### config.mk
export PLATFORM = sky130hd
export DESIGN_NAME = auth_msg_tx
export DESIGN_NICKNAME = d
export VERILOG_FILES = /design/src/rtl/auth_msg_tx.sv
export SDC_FILE = /design/constraint.sdc
export NUM_CORES = 1
export LEC_CHECK = 0
export ABC_AREA = 1
export CORE_MARGIN = 2
export CORE_UTILIZATION = 54
export DETAILED_ROUTE_END_ITERATION = 10
export PLACE_DENSITY_LB_ADDON = 0.12
export SETUP_SLACK_MARGIN = 0.1
export SYNTH_ARGS = -nofsm -noshare
export SYNTH_HDL_FRONTEND = slang
export SYNTH_SLANG_ARGS = --single-unit
export TNS_END_PERCENT = 50
### constraint.sdc
create_clock -name clk -period 11.2 [get_ports clk]
set_input_delay 1.68 -clock clk [delete_from_list [all_inputs] [get_ports clk]]
set_output_delay 1.68 -clock clk [all_outputs]
set_load 0.01 [all_outputs]
### src/rtl/auth_msg_tx.sv
// Authentication message transmitter: captures one request, streams it as a USB
// control-write (setup + data stage), hands back the Ack, then times the response.
module auth_msg_tx #(
  parameter int unsigned HDR_BYTES = 4,
  parameter int unsigned PAY_BYTES = 12
) (
  input  logic                   clk,
  input  logic                   reset,
  input  logic                   Ack_in,
  input  logic [7:0]             bmRequestType,
  input  logic [7:0]             bRequest,
  input  logic [15:0]            wLength,
  input  logic [8*HDR_BYTES-1:0] header,
  input  logic [8*PAY_BYTES-1:0] payload,
  input  logic [31:0]            current_timeout,
  output logic                   Ack_out,
  output logic [7:0]             tx_data,
  output logic                   tx_valid,
  input  logic                   tx_ready,
  input  logic                   rsp_valid,
  output logic                   rsp_ok,
  output logic                   timeout_err,
  output logic                   busy
);

  localparam int unsigned MAX_BYTES = HDR_BYTES + PAY_BYTES;
  localparam int unsigned LEN_W     = $clog2(MAX_BYTES + 1);
  localparam int unsigned IDX_W     = (LEN_W > 3) ? LEN_W : 3;
  localparam int unsigned MSG_W     = 8 * MAX_BYTES;

  typedef enum logic [2:0] {
    IDLE     = 3'd0,
    SETUP    = 3'd1,
    DATA     = 3'd2,
    HANDOFF  = 3'd3,
    WAIT_RSP = 3'd4
  } state_t;

  state_t                 state_q, state_d;
  logic [IDX_W-1:0]       idx_q, idx_d;
  logic [LEN_W-1:0]       len_q, len_d;
  logic [31:0]            timer_q, timer_d;
  logic                   ack_prev_q, ack_prev_d;
  logic [7:0]             bm_req_q, bm_req_d;
  logic [7:0]             b_req_q, b_req_d;
  logic [15:0]            w_length_q, w_length_d;
  logic [8*HDR_BYTES-1:0] header_q, header_d;
  logic [8*PAY_BYTES-1:0] payload_q, payload_d;
  logic [31:0]            timeout_q, timeout_d;
  logic                   ack_out_q, ack_out_d;
  logic [7:0]             tx_data_q, tx_data_d;
  logic                   tx_valid_q, tx_valid_d;
  logic                   rsp_ok_q, rsp_ok_d;
  logic                   timeout_err_q, timeout_err_d;
  logic                   busy_q, busy_d;
  logic [MSG_W-1:0]       msg_d;

  always_ff @(posedge clk or posedge reset) begin
    if (reset) begin
      state_q       <= IDLE;
      idx_q         <= '0;
      len_q         <= '0;
      timer_q       <= '0;
      ack_prev_q    <= 1'b0;
      bm_req_q      <= '0;
      b_req_q       <= '0;
      w_length_q    <= '0;
      header_q      <= '0;
      payload_q     <= '0;
      timeout_q     <= '0;
      ack_out_q     <= 1'b0;
      tx_data_q     <= '0;
      tx_valid_q    <= 1'b0;
      rsp_ok_q      <= 1'b0;
      timeout_err_q <= 1'b0;
      busy_q        <= 1'b0;
    end else begin
      state_q       <= state_d;
      idx_q         <= idx_d;
      len_q         <= len_d;
      timer_q       <= timer_d;
      ack_prev_q    <= ack_prev_d;
      bm_req_q      <= bm_req_d;
      b_req_q       <= b_req_d;
      w_length_q    <= w_length_d;
      header_q      <= header_d;
      payload_q     <= payload_d;
      timeout_q     <= timeout_d;
      ack_out_q     <= ack_out_d;
      tx_data_q     <= tx_data_d;
      tx_valid_q    <= tx_valid_d;
      rsp_ok_q      <= rsp_ok_d;
      timeout_err_q <= timeout_err_d;
      busy_q        <= busy_d;
    end
  end

  // Next state, then outputs derived from the next state so they register with it.
  always_comb begin
    state_d       = state_q;
    idx_d         = idx_q;
    len_d         = len_q;
    timer_d       = timer_q;
    ack_prev_d    = Ack_in;
    bm_req_d      = bm_req_q;
    b_req_d       = b_req_q;
    w_length_d    = w_length_q;
    header_d      = header_q;
    payload_d     = payload_q;
    timeout_d     = timeout_q;
    rsp_ok_d      = 1'b0;
    timeout_err_d = 1'b0;

    unique case (state_q)
      IDLE: begin
        if (Ack_in && !ack_prev_q) begin
          bm_req_d   = bmRequestType;
          b_req_d    = bRequest;
          w_length_d = wLength;
          header_d   = header;
          payload_d  = payload;
          timeout_d  = current_timeout;
          len_d      = (wLength > 16'(MAX_BYTES)) ? LEN_W'(MAX_BYTES) : LEN_W'(wLength);
          idx_d      = '0;
          state_d    = SETUP;
        end
      end
      SETUP: begin
        if (tx_ready) begin
          if (idx_q == IDX_W'(7)) begin
            idx_d   = '0;
            state_d = (len_q != '0) ? DATA : HANDOFF;
          end else begin
            idx_d = idx_q + IDX_W'(1);
          end
        end
      end
      DATA: begin
        if (tx_ready) begin
          if (idx_q == IDX_W'(len_q) - IDX_W'(1)) begin
            idx_d   = '0;
            state_d = HANDOFF;
          end else begin
            idx_d = idx_q + IDX_W'(1);
          end
        end
      end
      HANDOFF: begin
        if (!Ack_in) begin
          timer_d = timeout_q;
          state_d = WAIT_RSP;
        end
      end
      WAIT_RSP: begin
        // A response in the same cycle the timer hits zero still counts as on time.
        if (rsp_valid) begin
          rsp_ok_d = 1'b1;
          state_d  = IDLE;
        end else if (timer_q == '0) begin
          timeout_err_d = 1'b1;
          state_d       = IDLE;
        end else begin
          timer_d = timer_q - 32'd1;
        end
      end
      default: state_d = IDLE;
    endcase

    msg_d      = {payload_d, header_d};
    tx_data_d  = '0;
    tx_valid_d = (state_d == SETUP) || (state_d == DATA);
    if (state_d == SETUP) begin
      unique case (idx_d[2:0])
        3'd0:    tx_data_d = bm_req_d;
        3'd1:    tx_data_d = b_req_d;
        3'd2:    tx_data_d = header_d[15:8];
        3'd6:    tx_data_d = w_length_d[7:0];
        3'd7:    tx_data_d = w_length_d[15:8];
        default: tx_data_d = 8'h00;
      endcase
    end else if (state_d == DATA) begin
      tx_data_d = 8'(msg_d >> {idx_d, 3'b000});
    end
    ack_out_d = (state_d == HANDOFF);
    busy_d    = (state_d != IDLE);
  end

  assign Ack_out     = ack_out_q;
  assign tx_data     = tx_data_q;
  assign tx_valid    = tx_valid_q;
  assign rsp_ok      = rsp_ok_q;
  assign timeout_err = timeout_err_q;
  assign busy        = busy_q;

endmodule

# Word level (Yosys, flattened, before mapping)
# Cells that the tools add are included.
[classes]
addsub = 3
magnitude_cmp = 1
n_eq_ne = 16
shift = 1
mux = 39
n_reduce_logical = 11
[op_table]
columns = ["op", "count"]
rows = [
  ["two-way mux 96 bit", 2],
  ["two-way mux 32 bit", 5],
  ["right shift 128 x 8 -> 8 bit", 1],
  ["case mux 32 bit (2 select lines)", 1],
  ["two-way mux 8 bit", 6],
  ["case mux 8 bit (5 select lines)", 1],
  ["zero test 32 bit", 1],
  ["two-way mux 16 bit", 2],
  ["subtractor 32 x 1 -> 32 bit (second input constant)", 1],
  ["two-way mux 5 bit", 6],
  ["two-way mux 3 bit", 8],
  ["greater-than comparator 16 x 5 -> 1 bit (second input constant)", 1],
  ["equality test 3 x 2 -> 1 bit (second input constant)", 5],
  ["case mux 3 bit (5 select lines)", 1],
  ["case mux 5 bit (3 select lines)", 1],
  ["equality test 3 x 1 -> 1 bit (second input constant)", 3],
  ["equality test 3 bit (second input constant)", 3],
  ["zero test 3 bit", 2],
  ["two-way mux 1 bit", 6],
  ["!= test 2 bit (second input constant)", 3],
  ["adder 5 x 1 -> 5 bit (second input constant)", 1],
  ["equality test 5 x 3 -> 1 bit (second input constant)", 1],
  ["equality test 5 bit", 1],
  ["nonzero test 5 bit", 1],
  ["8 further kinds", 8],
]
[totals]
register_bits = 251
in_bits = 197
out_inout_bits = 13
wordCells = 88

# Depth between registers and ports, before layout
# Gate-level depths: netlist of the first run.
[depth]
ltp_word = 8
ltp_mapped = 22
depth_no_buf = 22

# Worst setup path after synthesis of the first run
# No wires, ideal clock.
[synth_timing]
path_kind = "input to register"
startpoint = "in tx_ready"
endpoint = "reg tx_data_q[4], in the netlist tx_data[4]"
setup_ns = 0.119
t_arrival_ns = 3.224
required_time_ns = 11.081
slack_ns = 7.858
cell_stages = 16
n_path_buf = 3
cell_sequence = "buf_2 nand2_1 nor4_1 nor2_1 inv_1 nand2_2 nand2_4 nand2_4 buf_6 buf_6 o21ai_1 nand2_1 nand3_1 nand3_1 nand3_1 nand2_1"
[synth_between]
elab_chain_cells = 5
elab_cells_between_ends = 17
classes_between = "6 x eq/ne; 1 x shift; 9 x mux; 1 x reduce/logical"
[synth_lines]
columns = ["item", "line", "source"]
rows = [
  ["from (decl)", "19", "input logic tx_ready,"],
  ["two-way mux 5 bit, on equally long branches", "139, 129", ""],
  ["case mux 5 bit (3 select lines) *", "114", "unique case (state_q)"],
  ["net idx_d[0]", "40", "logic [IDX_W-1:0] idx_q, idx_d;"],
  ["right shift 128 x 8 -> 8 bit (tied with other cells)", "182", "tx_data_d = 8'(msg_d >> {idx_d, 3'b000});"],
  ["two-way mux 8 bit or case mux 8 bit (5 select lines) (tied branches)", "181, 173", ""],
  ["two-way mux 8 bit *", "172", "if (state_d == SETUP) begin"],
  ["net tx_data_d[4]", "51", "logic [7:0] tx_data_q, tx_data_d;"],
  ["to (signal assigned)", "90", "tx_data_q <= tx_data_d;"],
  ["to (decl)", "51", ""],
]
# The timed path passes the listed nets; every way through them passes the cells marked *.
# A chain may end at the register's enable or synchronous reset.

# Worst setup path in the final report of the first run
[layout_timing]
startpoint = "in tx_ready"
endpoint = "reg tx_data_q[1], in the netlist tx_data[1]"
[layout_between]
elab_chain_cells = 5
elab_cells_between_ends = 17
classes_between = "6 x eq/ne; 1 x shift; 9 x mux; 1 x reduce/logical"
[layout_lines]
columns = ["item", "line", "source"]
rows = [
  ["two-way mux 5 bit (tied with other cells)", "139", "if (tx_ready) begin"],
  ["case mux 5 bit (3 select lines) or case mux 3 bit (5 select lines) (tied branches)", "114", ""],
  ["right shift 128 x 8 -> 8 bit (tied with other cells)", "182", ""],
  ["two-way mux 8 bit or case mux 8 bit (5 select lines) (tied branches)", "181, 173", ""],
  ["two-way mux 8 bit *", "172", ""],
  ["net tx_data_d[1]", "51", ""],
]
# Marks and branches as above.

==> results of run 1 <==
[metrics by stage]
stage / worst slack [ns] / area (µm²) / power (mW)
2_1_floorplan: 2.62 / 12600 / 2.89
3_3_place_gp: 6.31 / 14800 / 3.37
3_5_place_dp: 6.13 / 14800 / 3.43
4_1_cts: 6.67 / 15700 / 4.35
5_1_grt: 6.34 / 15700 / 4.71
6_report: 6.61 / 15700 / 4.37
[worst paths after layout]
check | cells past startpoint | start | endpoint
worst max register to register | 22 | len_q[0] | tx_data[1]
worst min-delay path | 2 | header_q[18] | header_q[18]
min in group asynchronous | 2 | reset | payload_q[89]
worst max-delay path | 17 | tx_ready | tx_data[1]
max in group asynchronous | 4 | reset | bm_req_q[1]
worst min register to register | 2 | header_q[18] | header_q[18]
[where the power goes]
group | switching (mW) | internal (mW)
clock | 0.362 | 0.544
sequential | 0.176 | 1.33
combinational | 1.27 | 0.688
total | 1.81 | 2.56
[logic make-up after synthesis]
kind of cell	count (synthesis)	synth area share
AND/OR/NAND/NOR	894	0.306
multiplexers	2	0.00159
AO/OA/AOI/OAI	243	0.102
buffers and inverters	249	0.0792
XOR/XNOR	15	0.0104
adder cells (fa/ha/maj)	3	0.00297
flip-flops	251	0.497
[routing by layer]
layer	track usage	vias up
li1	-	5566
met1	0.436	5461
met2	0.434	492
met3	0.0531	78
met4	0.0952	0
met5	0	-
[cell type report]
type,instances,share of cell area
flip-flops and latches,251,0.399
multi-input cells,1157,0.340
repair buffers,218,0.138
clock buffers,39,0.0490
inverters,168,0.0407
well taps,313,0.0249
clock inverters,9,0.00779
diodes,1,0.000159
[flip-flops by register name, indices dropped and copies added (netlist names)]
name / flops
timeout_q: 32
tx_data: 8
bm_req_q: 8
state_q: 3
len_q: 5
Ack_out: 1
b_req_q: 8
busy: 1
payload_q: 96
timeout_err: 1
header_q: 32
rsp_ok: 1
idx_q: 5
ack_prev_q: 1
tx_valid: 1
timer_q: 32
w_length_q: 16
[synthesized netlist by cell type, drive strengths merged, types with 13 or more instances]
cell type | n | area [µm²]
clkbuf | 49 | 184
buf | 32 | 185
a21oi | 31 | 155
nor2 | 69 | 289
xor2 | 15 | 131
nor3 | 13 | 86.3
inv | 166 | 623
dfrtp | 251 | 6280
nand2 | 578 | 2190
or2 | 90 | 563
nand3 | 133 | 666
o21ai | 187 | 951
[worst max-delay path, delay by kind of cell]
kind	cells	cell delay [ns]
and+or+nand+nor	14	2.50
buffers and inverters	3	0.84
==> results.md, run 1 <==
- Leak pwr: roughly 7.5 nW
- Number of buffers created by CTS: 27
- Placeable core area: between 20,000 and 25,000 µm²
- Cell Chain, Critical Path: clkdlybuf4s50_1 -> nand2_1 -> nor4_1 -> nor2_1 -> inv_1 -> nand2_2 -> nand2_4 -> nand2_4 -> clkinv_1 -> nand2_1 -> nor2_2 -> nand2_1 -> nand2_1 -> nor2_1 -> nand2_1 -> nand2_1 -> nand2_1
- CTS root buffer: clkbuf_16
- Ys async rst share: 1.00
- Max Cap Violations: 0
- Die footprint: 24,600 µm²
- Mapped Nets: between 1,500 and 2,000
- Filler-free cell count of the finished design: 2,156
- Final period util: 0.410
- Fillers: around 1,900
- Final setup skew: 0.0151 ns
- Reg clk slew, reported paths: about 0.06 ns
- Final hold vios: 0
- Slowest cell on crit path: nand2_4
- Crit end category: flop
- Worst slew pin tran: around 0.98 ns
- Clock Tree Buf Depth: 3
- Area grow syn2layout: 24.6%
- WL met2: about 15 mm
- Final Slew Violations: 0
- CTS Hold Bufs: 0
- VDD IR-drop max: roughly 0.00017 V
- Cell Rows: 55
- Sum Neg Setup Slack: 0 ns
- Via count: roughly 12,000
- Synth warn: 0
- Die Ht: 157 µm
- Sequential cell area: 6280 µm²
- Largest net degree at the start of global routing: 215
- Gpl congestion: approximately 0.94
- Final core utilization: 0.691
- Synth Instances: 1,657
- Post-Place Cells: around 2,100
- Drt wl/cell: between 15 and 20 µm
- Crit path top cell by count: nand2_1
- Hold WC Path Type: flop to flop
- CP peak stage delay: approximately 0.63 ns
- Commonest non-fill, non-tap cell in the layout: nand2_1
- CP required: approximately 12 ns
- Top FF cell, synth: dfrtp_1
- Critical Path AT: between 5 and 6 ns
- Worst-path maximum fanout: 98
- Ratio of cells with drive above 1 in the final layout: 0.0939
- H-tree depth: 1
- IO buf count: approximately 210
- Mean number of vias per cell: between 5 and 6
- Final setup viols: 0
- DR WL met3: approximately 3.2 mm
- Iteration count of the initial detailed-routing pass: 6
- Max Fclk: approximately 220 MHz
- DRT iter0 DRCs: 1,171
- # DRC: 0
- Vias in the first global route: about 11,000
- Relative slew slack: 0.344
- RSZ-0062 raised after global routing: no
- Worst skew pair latency: around 0.53 ns
- Hold_ws: between 0.4 and 0.5 ns
- Synth cell types: 37
- Post_cts resized: 0
- Commonest non-fill, non-tap cells in the layout: nand2_1 (574), dfrtp_1 (251), clkdlybuf4s50_1 (209), o21ai_0 (166), inv_1 (152)
- Outcome: complete, no violations
- WL met1: roughly 16 mm
- Post-CTS setup buffers: 0
- Initial core utilization: 0.554
- Routed wire length: approximately 36 mm
- Clock sink count: approximately 250
- Initial antenna violation count: 1
- EDFF count, synth: 0
- Top layer reached by signal wires: met4
- Seq/Total Area, Yosys: 0.497
- Synth Cell Area: roughly 13,000 µm²
- Startpoint Class: input port
- Cell area power density: 278 nW/µm²
- R2R Setup Slk: between 7 and 8 ns
- I/O pin cnt: 210
- Detail Route Antenna Nets: 0
- Syn avg cell area: 7.62 µm²
- Area occupied by multi-input gates: 5350 µm²
- Crit path kind: input port to flop
- Global route total overflow: 0
- First-pass GRT wire length: ~57 mm
- Final nets: between 2,000 and 2,500
- Seq cells post-synth: around 250
- TritonCTS clock tree: built
- Post-DP HPWL: around 24 mm
- GRT Total Usage: 0.292
- Minimum clock period: 4.59 ns
- Die X-Extent: about 160 µm
Power figures use the tool's default switching activity.
==> inputs of run 2 (changes only) <==
- CORE_UTILIZATION: 54 -> 49
- clock period: 11.2 -> 3.7 ns (I/O delays scaled with it)
==> run 2 against run 1 <==
  * Critical endpoint is now tx_data[7]
  * Die area rose by 9.9%
  * Core utilization fell by 5.9 points
  * Clock skew fell by 0.0031 ns
  * Clock power rose to 3.0 times the previous value
  * Combinational power rose to 3.0 times the previous value
  * Sequential cell count did not move
  * Clock-buffer cell count fell by 1
  * Cell count rose by 1.5%
  * Largest cell class unchanged
==> results.md, run 2 (synthesis results as in run 1) <==
- Iteration count of the initial detailed-routing pass: 6 (unchanged)
- TritonCTS clock tree: built
- Die footprint: 27,100 µm² (+9.9%)
- Final core utilization: 0.632 (-0.0588)
- Relative slew slack: 0.340 (-0.00392)
- Final nets: 2,040 (+0.84%)
- Cell Chain, Critical Path: inv_1 -> ha_1 -> inv_1 -> nand2_1 -> nand3_1 -> nand2_1 -> nand2_1 -> nor2_2 -> nand3_1 -> nand2_1 -> nand2_2 -> nand2_1 -> o21ai_4 -> inv_2 -> buf_4 -> nand2_1 -> nand3_1 -> nand3_1 -> nand3_1 -> nand2_1
- # DRC: 0 (unchanged)
- Final period util: 0.778
- Placeable core area: 25,300 µm² (+11%)
- Crit end category: flop
- GRT Total Usage: 0.260 (-0.0323)
- Top Family by Delay on Critical Path: simple AND/OR/NAND/NOR gates
- DRT iter0 DRCs: 1,034 (-12%)
- Share of power burned in registers: 0.344 (about the same)
- Setup crit start: len_q[0]
- Clock Power Share: 0.206 (about the same)
- Clock sink count: 251 (unchanged)
- Largest net degree at the start of global routing: 116 (-46%)
- CTS root buffer: clkbuf_16
- I/O pin cnt: 210 (unchanged)
- Worst slew pin tran: 0.964 ns (-0.0191 ns)
- Final Slew Violations: 0 (unchanged)
- Startpoint Class: flop
- Final setup viols: 0 (unchanged)
- CP required: 4.12 ns (-7.54 ns)
- Global route total overflow: 0 (unchanged)
- IO buf count: 209 (unchanged)
- First-pass GRT wire length: 56.2 mm (-2.0%)
- Via count: 11,401 (-1.7%)
- Max Cap Violations: 0 (unchanged)
- Outcome: complete, no violations
- Final setup skew: 0.0119 ns (-0.00314 ns)
- Finished Cell Area: 16,000 µm² (+1.4%)
- Crit path kind: flop to flop
- Number of buffers created by CTS: 28 (+3.7%)
- Ratio of cells with drive above 1 in the final layout: 0.104 (+0.0105)
- Cell area power density: 828 nW/µm² (+200%)
- Initial core utilization: 0.500 (-0.0543)
- Routed wire length: 35.0 mm (-1.9%)
- R2R Path Start: len_q[0]
- Cell Rows: 58 (+5.5%)
- Crit path top cell by count: nand2_1
- Crit. path cell count: 20 (+3)
- Worst skew pair latency: 0.54 ns (about the same)
- Clock Tree Buf Depth: 3 (unchanged)
- Max Fclk: ~350 MHz
- R2R Setup Slk: 0.82 ns (-6.79 ns)
- Initial antenna violation count: 3 (+2)
- Cells on worst reg2reg path: 20 (-9.1%)
- CTS Hold Bufs: 0 (unchanged)
- Combinational fraction of design power: 0.450 (+0.002)
- Sum Neg Setup Slack: 0 ns (unchanged)
- Post_cts resized: 0 (unchanged)
- Post-DP HPWL: 24.3 mm (+0.56%)
- Final hold vios: 0 (unchanged)
- Sw frac: 0.409 (-0.00446)
- Worst-path maximum fanout: 17 (-83%)
- Leak pwr: 7.63 nW (+1.5%)
- Drt wl/cell: 16.0 µm (-3.3%)
- Slowest cell on crit path: dfrtp_1
- Reg clk slew, reported paths: 0.06 ns (about the same)
- Hold_ws: 0.285 ns (-0.184 ns)
- Internal power: 7.81 mW (+200%)
- VDD IR-drop max: 0.000429 V (+150%)
- Biggest register: payload_q
- Gpl congestion: 0.835 (-11%)
- Critical Path AT: 3.30 ns (-1.74 ns)
- Die Ht: 165 µm (+4.8%)
- Die X-Extent: 165 µm (+4.8%)
- CP peak stage delay: 0.38 ns (-0.25 ns)
- Largest register FFs: 96 (unchanged)
- Detail Route Antenna Nets: 0 (unchanged)
- Area grow syn2layout: 26.4%
- H-tree depth: 1 (unchanged)
- RSZ-0062 raised after global routing: no
- Post-CTS setup buffers: 0 (unchanged)
- Post-DP Area: 15,000 µm² (+1.4%)
- Minimum clock period: ~2.9 ns
- Hold WC Path Type: input port to asynchronous set/reset pin
- Commonest non-fill, non-tap cells in the layout: nand2_1 (574), dfrtp_1 (251), clkdlybuf4s50_1 (209), o21ai_0 (166), inv_1 (152)
- Diode count: 0 (-1)
- Mean number of vias per cell: 5.21 (-3.1%)
- Terminus of the critical flop-to-flop path: tx_data[7]
- CP bufs+invs: 4 (+1)
- Commonest non-fill, non-tap cell in the layout: nand2_1
- Sw Pwr: 5.41 mW (+200%)
- Vias in the first global route: 10,717 (-2.8%)
## run 2: changes by cell type in the layout (fill, tap and decap cells not counted)
cell | previous run | this run
buf_12 | 1 | 7
buf_4 | 8 | 18
bufinv_16 | 3 | 1
clkbuf_1 | 7 | 2
clkbuf_16 | 27 | 29
clkbuf_8 | 5 | 7
clkinv_2 | 5 | 8
clkinvlp_4 | 1 | 2
diode_2 | 1 | 0
inv_8 | 1 | 0
## run 2: worst max path at each step
stage                  to  slack (ns)
6_report       tx_data[7]        0.82
5_1_grt        timer_q[4]        0.49
4_1_cts        tx_data[5]        0.83
3_5_place_dp   tx_data[3]        0.47
3_3_place_gp   tx_data[5]        0.49
2_1_floorplan     Ack_out       -0.16
## run 2: stage by stage
stage | power (mW) | worst slack, ns | instances
CTS | 13.2 | 0.828 | 2188
floorplan | 8.74 | -0.157 | 1657
finish | 13.2 | 0.820 | 2188
detailed placement | 10.4 | 0.469 | 2140
global route | 14.3 | 0.495 | 2188
global placement | 10.3 | 0.488 | 2140
## run 2: metal layers
metal	vias up	GRT usage	share of wire
met5	-	0	0.0012
met4	6	0.0462	0.014
met3	40	0.0434	0.066
met2	366	0.383	0.43
met1	5392	0.408	0.49
li1	5597	-	-
## run 2: worst register-to-register path: cells and delay by family, from the launching register on
kind | cells | cell delay (ns)
AO/OA/AOI/OAI | 1 | 0.09
adder cells (fa/ha/maj) | 1 | 0.24
buffers and inverters | 4 | 0.75
flip-flops | 1 | 0.38
AND/OR/NAND/NOR | 14 | 1.30
## run 2: power groups by stage
stage | registers, mW | clock network [mW] | logic, mW
2_1_floorplan | 4.46 | 0 | 4.28
4_1_cts | 4.54 | 2.77 | 5.90
5_1_grt | 4.69 | 2.88 | 6.74
6_report | 4.55 | 2.73 | 5.94
3_3_place_gp | 4.54 | 0 | 5.77
3_5_place_dp | 4.58 | 0 | 5.84
## run 2: final cells by class
cell class	instances	area [µm²]
timing repair buffer	234	2370
sequential	251	6280
multi-input combinational	1157	5350
fill	2285	9300
clock inverter	10	77.6
tap	330	413
inverter	168	637
clock buffer	38	830
==> inputs of run 3 (changes only) <==
- CORE_UTILIZATION: 49 -> 54
- clock period: 3.7 -> 2.9 ns (I/O delays scaled with it)
==> run 3 against run 2 <==
  * Combinational power grew 37%
  * First-iteration DRC count shrank 10%
  * Register-to-register slack got worse by 0.56 ns
  * Highest routed layer is now met4
  * Wire length up 1.7%
  * Clock skew up 0.011 ns
  * Cell count is 0.78% higher
  * Worst hold slack better by 0.057 ns
==> results.md, run 3 (synthesis results as in run 1) <==
- Terminus of the critical flop-to-flop path: tx_data[5]
- Leak pwr: 7.85 nW (+2.8%)
- Clock sink count: 251 (unchanged)
- R2R Setup Slk: 0.26 ns (-0.56 ns)
- GRT Total Usage: 0.288 (+0.0275)
- Final Slew Violations: 0 (unchanged)
- Final setup skew: 0.0233 ns (+0.0114 ns)
- Vias in the first global route: 10,895 (+1.7%)
- Hold WC Path Type: input port to asynchronous set/reset pin
- Commonest non-fill, non-tap cell in the layout: nand2_1
- TritonCTS clock tree: built
- Post-DP Area: 15,300 µm² (+2.0%)
- Crit path kind: flop to flop
- Reg clk slew, reported paths: 0.06 ns (about the same)
- R2R Path Start: len_q[0]
- Die X-Extent: 157 µm (-4.6%)
- Minimum clock period: 2.64 ns (-0.245 ns)
- I/O pin cnt: 210 (unchanged)
- Outcome: complete, no violations
- Critical Path AT: 3.10 ns (-0.20 ns)
- Max Fclk: 379 MHz (+9.3%)
- Mean number of vias per cell: 5.26 (+0.86%)
- Routed wire length: 35.6 mm (+1.7%)
- Finished Cell Area: 16,400 µm² (+2.9%)
- Final worst slack: 0.265 ns (-0.555 ns)
- Final nets: 2,071 (+1.5%)
- Placeable core area: 22,800 µm² (-9.8%)
- Worst skew pair latency: 0.54 ns (about the same)
- Met1 Usage GRT: 0.428 (+0.0202)
- Largest net degree at the start of global routing: 68 (-41%)
- Final setup viols: 0 (unchanged)
- Cell Rows: 55 (-5.2%)
- Detail Route Antenna Nets: 0 (unchanged)
- Die footprint: 24,600 µm² (-9.0%)
- Post-DP HPWL: 25.4 mm (+4.3%)
- Relative slew slack: 0.572 (+0.231)
- Crit end category: flop
- Startpoint Class: flop
- Final period util: 0.909 (+0.130)
- Initial antenna violation count: 0 (-3)
- First-pass GRT wire length: 56.2 mm (about the same)
- CP required: 3.36 ns (-0.76 ns)
- Fillers: 1,850 (-19%)
- Area occupied by multi-input gates: 5430 µm² (+1.5%)
- Final hold vios: 0 (unchanged)
- Cell area power density: 1070 nW/µm² (+29%)
- RSZ-0062 raised after global routing: no
- Gpl congestion: 0.925 (+11%)
- Hold_ws: 0.342 ns (+0.0568 ns)
- CTS root buffer: clkbuf_16
- Ratio of cells with drive above 1 in the final layout: 0.126 (+0.0214)
- Sequential cell area: 6280 µm² (unchanged)
- Iteration count of the initial detailed-routing pass: 5 (-1)
- Pre-CTS setup slack: -0.0182 ns (-0.487 ns)
- Cells on worst reg2reg path: 22 (+10%)
- Initial core utilization: 0.554 (+0.0543)
- Commonest non-fill, non-tap cells in the layout: nand2_1 (571), dfrtp_1 (251), clkdlybuf4s50_1 (209), o21ai_0 (165), inv_1 (151)
- Grt peak-use layer: met2
- Largest register FFs: 96 (unchanged)
- H-tree depth: 1 (unchanged)
- Via count: 11,588 (+1.6%)
- DRT iter0 DRCs: 931 (-10%)
- Clock Tree Buf Depth: 3 (unchanged)
- Global route total overflow: 0 (unchanged)
- Worst-path maximum fanout: 18 (+1)
- IO buf count: 209 (unchanged)
- Number of buffers created by CTS: 27 (-3.6%)
- Worst slew pin tran: 0.641 ns (-0.323 ns)
- VDD IR-drop max: 0.000532 V (+24%)
- Drt wl/cell: 16.1 µm (+0.87%)
- Max Cap Violations: 0 (unchanged)
- Die Ht: 157 µm (-4.6%)
- Area grow syn2layout: 30.0%
- Biggest register: payload_q
- M2 GR Usage: 0.440 (+0.0564)
- Sum Neg Setup Slack: 0 ns (unchanged)
- GR Layer Usage met3: 0.0430 (-0.000494)
- # DRC: 0 (unchanged)
- Overall power: 17.6 mW (+33%)
run 3: cell count changes in the layout (fill, tap and decap cells not counted), sizes merged:
cell,previous run,this run
buf,25,56
bufinv,1,4
clkbuf,38,37
diode,0,1
run 3: worst max path at each step:
stage | from | to | slack, ns | depth (start not counted)
after CTS | len_q[0] | tx_data[3] | 0.13 | 21
after global placement | Ack_in | tx_data[1] | 0.006 | 15
after detailed placement | Ack_in | tx_data[7] | -0.02 | 13
final | len_q[0] | tx_data[5] | 0.26 | 22
after global routing | len_q[1] | tx_data[4] | 0.09 | 21
after floorplan | reset | Ack_out | -0.84 | 1
run 3: metal layers:
metal	routed length (µm)	part of all wire
met1	16200	0.46
met2	15700	0.44
met3	2750	0.077
met4	965	0.027
met5	0	0
run 3: metrics by stage:
step / std cells / util
3_5_place_dp: 2149 / 0.674
4_1_cts: 2198 / 0.714
2_1_floorplan: 1657 / -
6_report: 2205 / 0.721
3_3_place_gp: 2149 / 0.674
5_1_grt: 2204 / 0.720
run 3: power breakdown:
group          internal [mW]  total, mW  switching (mW)
registers               5.14       5.83           0.686
clock network           2.17       3.58            1.41
logic                   3.17       8.16            4.99
total                   10.5       17.6            7.09
run 3: cell type report:
type                       count  area share
multi-input combinational   1157       0.331
tap                          313      0.0239
inverter                     168      0.0390
antenna                        1    0.000152
sequential                   251       0.383
timing repair buffer         266       0.168
clock inverter                13      0.0104
clock buffer                  36      0.0457
run 3: what timing repair did:
item                       in CTS  in global routing
gates resized for setup         1                 19
cloned                          0                  1
setup endpoints to repair       1                 40
buffers inserted                0                  5
pin swaps                       0                  6
hold buffers                    0                  0
run 3: worst max-delay path, stage by stage, from the launching register on:
cell	delay, ns
dfrtp_1	0.37
inv_2	0.08
ha_4	0.27
inv_1	0.03
nand2_1	0.05
nand2_1	0.04
nor2_1	0.09
nand2_1	0.07
nor2_2	0.14
nand3_1	0.10
nand2_2	0.09
nand2_2	0.07
nand2_4	0.09
nand2_8	0.09
buf_12	0.17
clkinv_1	0.05
nand2_2	0.07
nor2_2	0.19
buf_12	0.14
nand2_1	0.06
nand2_2	0.09
o21ai_1	0.11
nand2_1	0.09
